===== src/rtl/engine_dispatcher.sv =====
`default_nettype none
// ============================================================================
//  Module      : engine_dispatcher
//  Description : Routes the host input stream to one of NUM_ENGINES
//                Smith-Waterman engines. A packet is one header word followed
//                by N payload words, where N = header[LEN_WIDTH-1:0]. The
//                whole packet goes to one engine. That engine is picked
//                round-robin among the engines that are ready when the header
//                is accepted. Words pass through a one-deep registered output
//                slot.
//  Optional    : ENGINE_DISPATCHER_STATS_EN adds the pkt_count_out port. It is
//                a saturating 32-bit count of accepted headers.
//  Ports       :
//    clk            engine clock
//    rst_n          asynchronous active-low reset
//    si_valid_in    upstream word valid
//    si_data_in     upstream word
//    si_rdy_out     upstream ready (combinational)
//    eng_valid_out  one-hot valid to the selected engine
//    eng_data_out   word broadcast to all engines
//    eng_rdy_in     per-engine ready
//    busy_out       packet in progress or output slot occupied
//    pkt_count_out  accepted header count (STATS_EN builds only)
//  Revision    : 1.0 - initial release
// ============================================================================
module engine_dispatcher #(
  parameter int NUM_ENGINES = 4,
  parameter int DATA_WIDTH  = 128,
  parameter int LEN_WIDTH   = 16
) (
  input  logic                   clk,
  input  logic                   rst_n,
  input  logic                   si_valid_in,
  input  logic [DATA_WIDTH-1:0]  si_data_in,
  output logic                   si_rdy_out,
  output logic [NUM_ENGINES-1:0] eng_valid_out,
  output logic [DATA_WIDTH-1:0]  eng_data_out,
  input  logic [NUM_ENGINES-1:0] eng_rdy_in,
  output logic                   busy_out
`ifdef ENGINE_DISPATCHER_STATS_EN
  ,
  output logic [31:0]            pkt_count_out
`endif
);

  localparam int               SEL_W       = (NUM_ENGINES > 1) ? $clog2(NUM_ENGINES) : 1;
  localparam logic [SEL_W:0]   C_NUM_ENG   = (SEL_W+1)'(NUM_ENGINES);
  localparam logic [SEL_W-1:0] C_LAST_ENG  = SEL_W'(NUM_ENGINES - 1);

  typedef enum logic [0:0] {
    ST_IDLE = 1'b0,
    ST_FWD  = 1'b1
  } state_t;

  state_t                 state_q;
  logic [LEN_WIDTH-1:0]   cnt_q;
  logic                   out_valid_q;
  logic [DATA_WIDTH-1:0]  out_data_q;
  logic [SEL_W-1:0]       out_sel_q;
  logic [SEL_W-1:0]       last_grant_q;

  logic                   w_slot_free;
  logic                   w_accept;
  logic                   w_transfer;
  logic [SEL_W-1:0]       w_grant;
  logic                   w_grant_found;
  logic [SEL_W:0]         w_cand;
  logic [LEN_WIDTH-1:0]   w_hdr_len;

  // The slot can take a new word when it is empty or when it is draining this
  // cycle. Only the engine that owns the slot can make it drain.
  assign w_slot_free = !out_valid_q || eng_rdy_in[out_sel_q];
  assign w_transfer  = out_valid_q && eng_rdy_in[out_sel_q];
  assign w_hdr_len   = si_data_in[LEN_WIDTH-1:0];

  // While a header is expected, at least one engine must be ready for a grant.
  // During a payload, only the slot owner matters.
  always_comb begin
    si_rdy_out = 1'b0;
    if (rst_n) begin
      if (state_q == ST_IDLE) begin
        si_rdy_out = w_slot_free && (|eng_rdy_in);
      end else begin
        si_rdy_out = w_slot_free;
      end
    end
  end

  assign w_accept = si_valid_in && si_rdy_out;

  // Round-robin search that starts just after the previous grant.
  // last_grant + 1 + i is below 2*NUM_ENGINES, so one subtraction is enough to wrap it.
  always_comb begin
    w_grant       = '0;
    w_grant_found = 1'b0;
    w_cand        = '0;
    for (int i = 0; i < NUM_ENGINES; i++) begin
      w_cand = {1'b0, last_grant_q} + (SEL_W+1)'(i + 1);
      if (w_cand >= C_NUM_ENG) begin
        w_cand = w_cand - C_NUM_ENG;
      end
      if (!w_grant_found && eng_rdy_in[w_cand[SEL_W-1:0]]) begin
        w_grant       = w_cand[SEL_W-1:0];
        w_grant_found = 1'b1;
      end
    end
  end

  always_ff @(posedge clk or negedge rst_n) begin
    if (!rst_n) begin
      state_q      <= ST_IDLE;
      cnt_q        <= '0;
      out_valid_q  <= 1'b0;
      out_data_q   <= '0;
      out_sel_q    <= '0;
      last_grant_q <= C_LAST_ENG;
    end else begin
      if (w_accept) begin
        // An accept always refills the slot. If the slot drained in the same
        // cycle, the engines see no bubble.
        out_valid_q <= 1'b1;
        out_data_q  <= si_data_in;
        if (state_q == ST_IDLE) begin
          out_sel_q    <= w_grant;
          last_grant_q <= w_grant;
          cnt_q        <= w_hdr_len;
          state_q      <= (w_hdr_len == '0) ? ST_IDLE : ST_FWD;
        end else begin
          cnt_q <= cnt_q - LEN_WIDTH'(1);
          if (cnt_q == LEN_WIDTH'(1)) begin
            state_q <= ST_IDLE;
          end
        end
      end else if (w_transfer) begin
        out_valid_q <= 1'b0;
      end
    end
  end

  always_comb begin
    eng_valid_out = '0;
    if (out_valid_q) begin
      eng_valid_out[out_sel_q] = 1'b1;
    end
  end

  assign eng_data_out = out_data_q;
  assign busy_out     = (state_q == ST_FWD) || out_valid_q;

`ifdef ENGINE_DISPATCHER_STATS_EN
  logic [31:0] pkt_count_q;

  always_ff @(posedge clk or negedge rst_n) begin
    if (!rst_n) begin
      pkt_count_q <= '0;
    end else if (w_accept && (state_q == ST_IDLE) && (pkt_count_q != '1)) begin
      pkt_count_q <= pkt_count_q + 32'd1;
    end
  end

  assign pkt_count_out = pkt_count_q;
`else
  // Packet statistics are not built; there is no counter state.
`endif

endmodule
`default_nettype wire

===== config.mk =====
export PLATFORM = sky130hd
export DESIGN_NAME = engine_dispatcher
export DESIGN_NICKNAME = d
export VERILOG_FILES = /design/src/rtl/engine_dispatcher.sv
export SDC_FILE = /design/constraint.sdc
export NUM_CORES = 1
export LEC_CHECK = 0
export BUFFER_PORTS_ARGS = -buffer_cell sky130_fd_sc_hd__buf_4
export CAP_MARGIN = 25
export CORE_MARGIN = 10
export CORE_UTILIZATION = 40
export DETAILED_ROUTE_END_ITERATION = 6
export PLACE_DENSITY = 0.66
export SETUP_SLACK_MARGIN = 0.2
export SLEW_MARGIN = 20
export SYNTH_ARGS = -nofsm -noshare
export SYNTH_HDL_FRONTEND = slang
export SYNTH_SLANG_ARGS = --single-unit

===== constraint.sdc =====
create_clock -name clk -period 2.45 [get_ports clk]
set_input_delay 0.6125 -clock clk [delete_from_list [all_inputs] [get_ports clk]]
set_output_delay 0.6125 -clock clk [all_outputs]
set_load 0.02 [all_outputs]

==> results.sh <==
export IMPL_die_area_sq_um=22100
export IMPL_grt_max_degree=140
export IMPL_antenna_found_initial=0
export IMPL_worstSetupStartpointType="register"
export IMPL_drv_slew=0
export IMPL_cts_max_path_buffers=2
export IMPL_clock_latency_ns=0.42
export IMPL_r2r_end="state_q$_DFFE_PN0P_"
export IMPL_finalHoldViolations=0
export IMPL_tightest_slew_ns=0.771
export IMPL_syn_area_sq_um=6630
export IMPL_cts_tree="yes"
export IMPL_start_util=0.404
export IMPL_synthesis_nets=865
export IMPL_setup_viol=0
export IMPL_via_per_inst=4.59
export IMPL_io_pins=269
export IMPL_syn2layout_area_growth_pct=42.0
export IMPL_cts_sinks=150
export IMPL_ant_nets=0
export IMPL_ys_flop_type="dfrtp_1"
export IMPL_core_sq_um=16400
export IMPL_nets=1127
export IMPL_period_share=0.886
export IMPL_layout_drive_gt1_share=0.387
export IMPL_placedCellCount=1188
export IMPL_end_kind="primary output"
export IMPL_fin_crit_ns=2.17
export IMPL_power_leakage_nw=4.99
export IMPL_grt_pass1_wl_um=30300
export IMPL_critPathBufInv=1
export IMPL_grt_usage=0.172
export IMPL_status="finished clean"
export IMPL_synth_top_area_share=0.558
export IMPL_synth_async_reset_ratio=1.00
export IMPL_irDropWorstVdd_mv=0.676
export IMPL_reg2reg_depth=7
export IMPL_cts_buffers=17
export IMPL_synth_seq_cells=150
export IMPL_final_cell_mix="nand2_1 (351), buf_4 (274), dfrtp_1 (147), nand2_2 (50)"
export IMPL_path_depth=4
export IMPL_clkTransAtPathRegs_ns=0.06
export IMPL_diodes=0
export IMPL_reg2reg_from="out_sel_q[1]$_DFFE_PN0P_"
export IMPL_dpl_hpwl_um=13900
export IMPL_die_width_um=149
export IMPL_synth_area_leaders="dfrtp_1 (56%), nand2_1 (20%), nand2_2 (4.7%), buf_6 (1.5%), a21oi_1 (1.3%)"
export IMPL_drv_cap=0
export IMPL_dr_pass1_iters=4
export IMPL_place_congestion=0.802
export IMPL_wl_um=19400
export IMPL_dieHeight_um=149
export IMPL_yosysTopAreaCell="dfrtp_1"
export IMPL_fin_skew_ns=0.00857
export IMPL_drt_iter0_drc=305
export IMPL_synthCells=728
export IMPL_num_rows=47
export IMPL_cpPeakStageDelay_ns=0.45
export IMPL_cts_root_buffer="clkbuf_16"
export IMPL_rsz0062_at_grt="no"
export IMPL_syn_avg_cell_area_sq_um=9.11
export IMPL_yosys_warnings=0
export IMPL_powerDensity_nw_per_um2=1240
export IMPL_synth_edff_count=0
export IMPL_worstPathArrival_ns=1.56
export IMPL_crit_fanout=4
export IMPL_gr_total_overflow=0
export IMPL_synth_distinct_cells=51
export IMPL_required_ns=1.84
export IMPL_path_delay_family="flip-flops"
export IMPL_num_vias=5614
export IMPL_hold_path_class="input pin to async pin"
export IMPL_h_tree_depth=4
export IMPL_critPathKind="register to primary output"
export IMPL_r2r_slack_ns=0.39
export IMPL_slowest_stage="dfrtp_2"
export IMPL_cp_cell_sequence="mux2_4 -> o22ai_4 -> nor3b_2 -> buf_4"
export IMPL_grt_pass1_vias=5593
export IMPL_fin_cells=1223
export IMPL_crit_end="si_rdy_out"
export IMPL_ys_seq_area_frac=0.566
export IMPL_startpoint="out_sel_q[1]$_DFFE_PN0P_"
export IMPL_tns_ns=0
export IMPL_num_fill_cells=1504
export IMPL_drc=0
export IMPL_portBuffers=268
export IMPL_layout_commonest_cell="nand2_1"
export IMPL_relSlewSlack=0.486
export IMPL_max_freq_mhz=461
export IMPL_wl_per_cell_um=15.9
area by class of cell:
cell class	instances	area, sq um	area share
clock buffer	17	425	0.0452
tap	220	275	0.0292
sequential	150	3760	0.399
multi-input combinational	531	2560	0.271
inverter	6	22.5	0.00239
timing repair buffer	284	2240	0.238
clock inverter	15	146	0.0155
worst reg2reg max path, delay by kind of cell (launching register included):
| family | cells | cell delay [ns] |
|---|---|---|
| buffers and inverters | 2 | 0.51 |
| and+or+nand+nor | 2 | 0.45 |
| DFF | 1 | 0.45 |
| AOI/OAI and AO/OA | 2 | 0.31 |
| muxes | 1 | 0.23 |
layer usage:
| metal | track usage | wire length, um |
|---|---|---|
| met1 | 0.210 | 8170 |
| met2 | 0.264 | 9130 |
| met3 | 0.0768 | 1890 |
| met4 | 0.0599 | 236 |
| met5 | 0 | 0 |
registers in the layout, summed over array words and instances, names as in the netlist:
register      flops
out_valid_q       1
eng_data_out    128
cnt_q            16
out_sel_q         2
last_grant_q      2
state_q           1
timing repair:
item | in CTS | in global routing
hold endpoints to repair | 11 | 0
buffers inserted | 1 | 1
pin swaps | 1 | 1
hold buffers | 1 | 0
setup endpoints to repair | 1 | 1
gates resized for setup | 1 | 2
cell families (layout without fill, tap and decap cells):
family | count (synthesis) | after routing | synth area share
compound gates | 69 | 69 | 0.0707
fa+ha+maj | 2 | 2 | 0.00377
flops | 150 | 150 | 0.566
simple gates | 456 | 456 | 0.301
mux | 4 | 4 | 0.00773
buf+inv | 47 | 322 | 0.0500
power breakdown:
group | switching (mW) | leakage [nW] | total (mW) | internal, mW
clock | 1.11 | 0.280 | 2.54 | 1.43
sequential | 0.753 | 1.84 | 4.27 | 3.52
combinational | 2.82 | 2.87 | 4.90 | 2.08
synth_stat cells, types with 3 or more instances:
library cell  instances
a211oi_1              3
a21oi_1              17
a21oi_2               3
a2bb2oi_2             3
buf_2                 9
buf_6                 9
buf_8                 5
clkbuf_1             16
dfrtp_1             148
inv_1                 6
nand2_1             351
nand2_2              50
nand2b_1              6
nand3_1               5
nand4_1               5
nor2_1               13
nor4_1                4
nor4_2                4
o211ai_1              3
o21a_1                3
o21ai_0              12
o21ai_1               8
o22ai_1               4
o32ai_1               3
or3_1                 3
how the worst min path moves through the flow:
stage	from	end	slack [ns]	cells after the start
floorplan	rst_n	cnt_q[0]$_DFFE_PN0P_	0.32	0
global placement	rst_n	cnt_q[14]$_DFFE_PN0P_	0.45	1
detailed placement	rst_n	state_q$_DFFE_PN0P_	0.45	1
CTS	si_data_in[58]	eng_data_out[58]$_DFFE_PN0P_	0.35	3
global route	rst_n	eng_data_out[36]$_DFFE_PN0P_	0.36	2
finish	rst_n	eng_data_out[36]$_DFFE_PN0P_	0.30	2
stage by stage:
stage	worst slack, ns	hold slack (ns)	util	power [mW]	instance area [sq um]
final	0.279	0.303	0.574	11.7	9420
after global routing	0.204	0.355	0.574	12.5	9420
after CTS	0.221	0.354	0.573	11.9	9410
after detailed placement	0.239	0.448	0.537	9.24	8820
after global placement	0.247	0.447	0.537	9.17	8820
after floorplan	0.238	0.317	-	7.03	6630
Power figures use the tool's default switching activity.
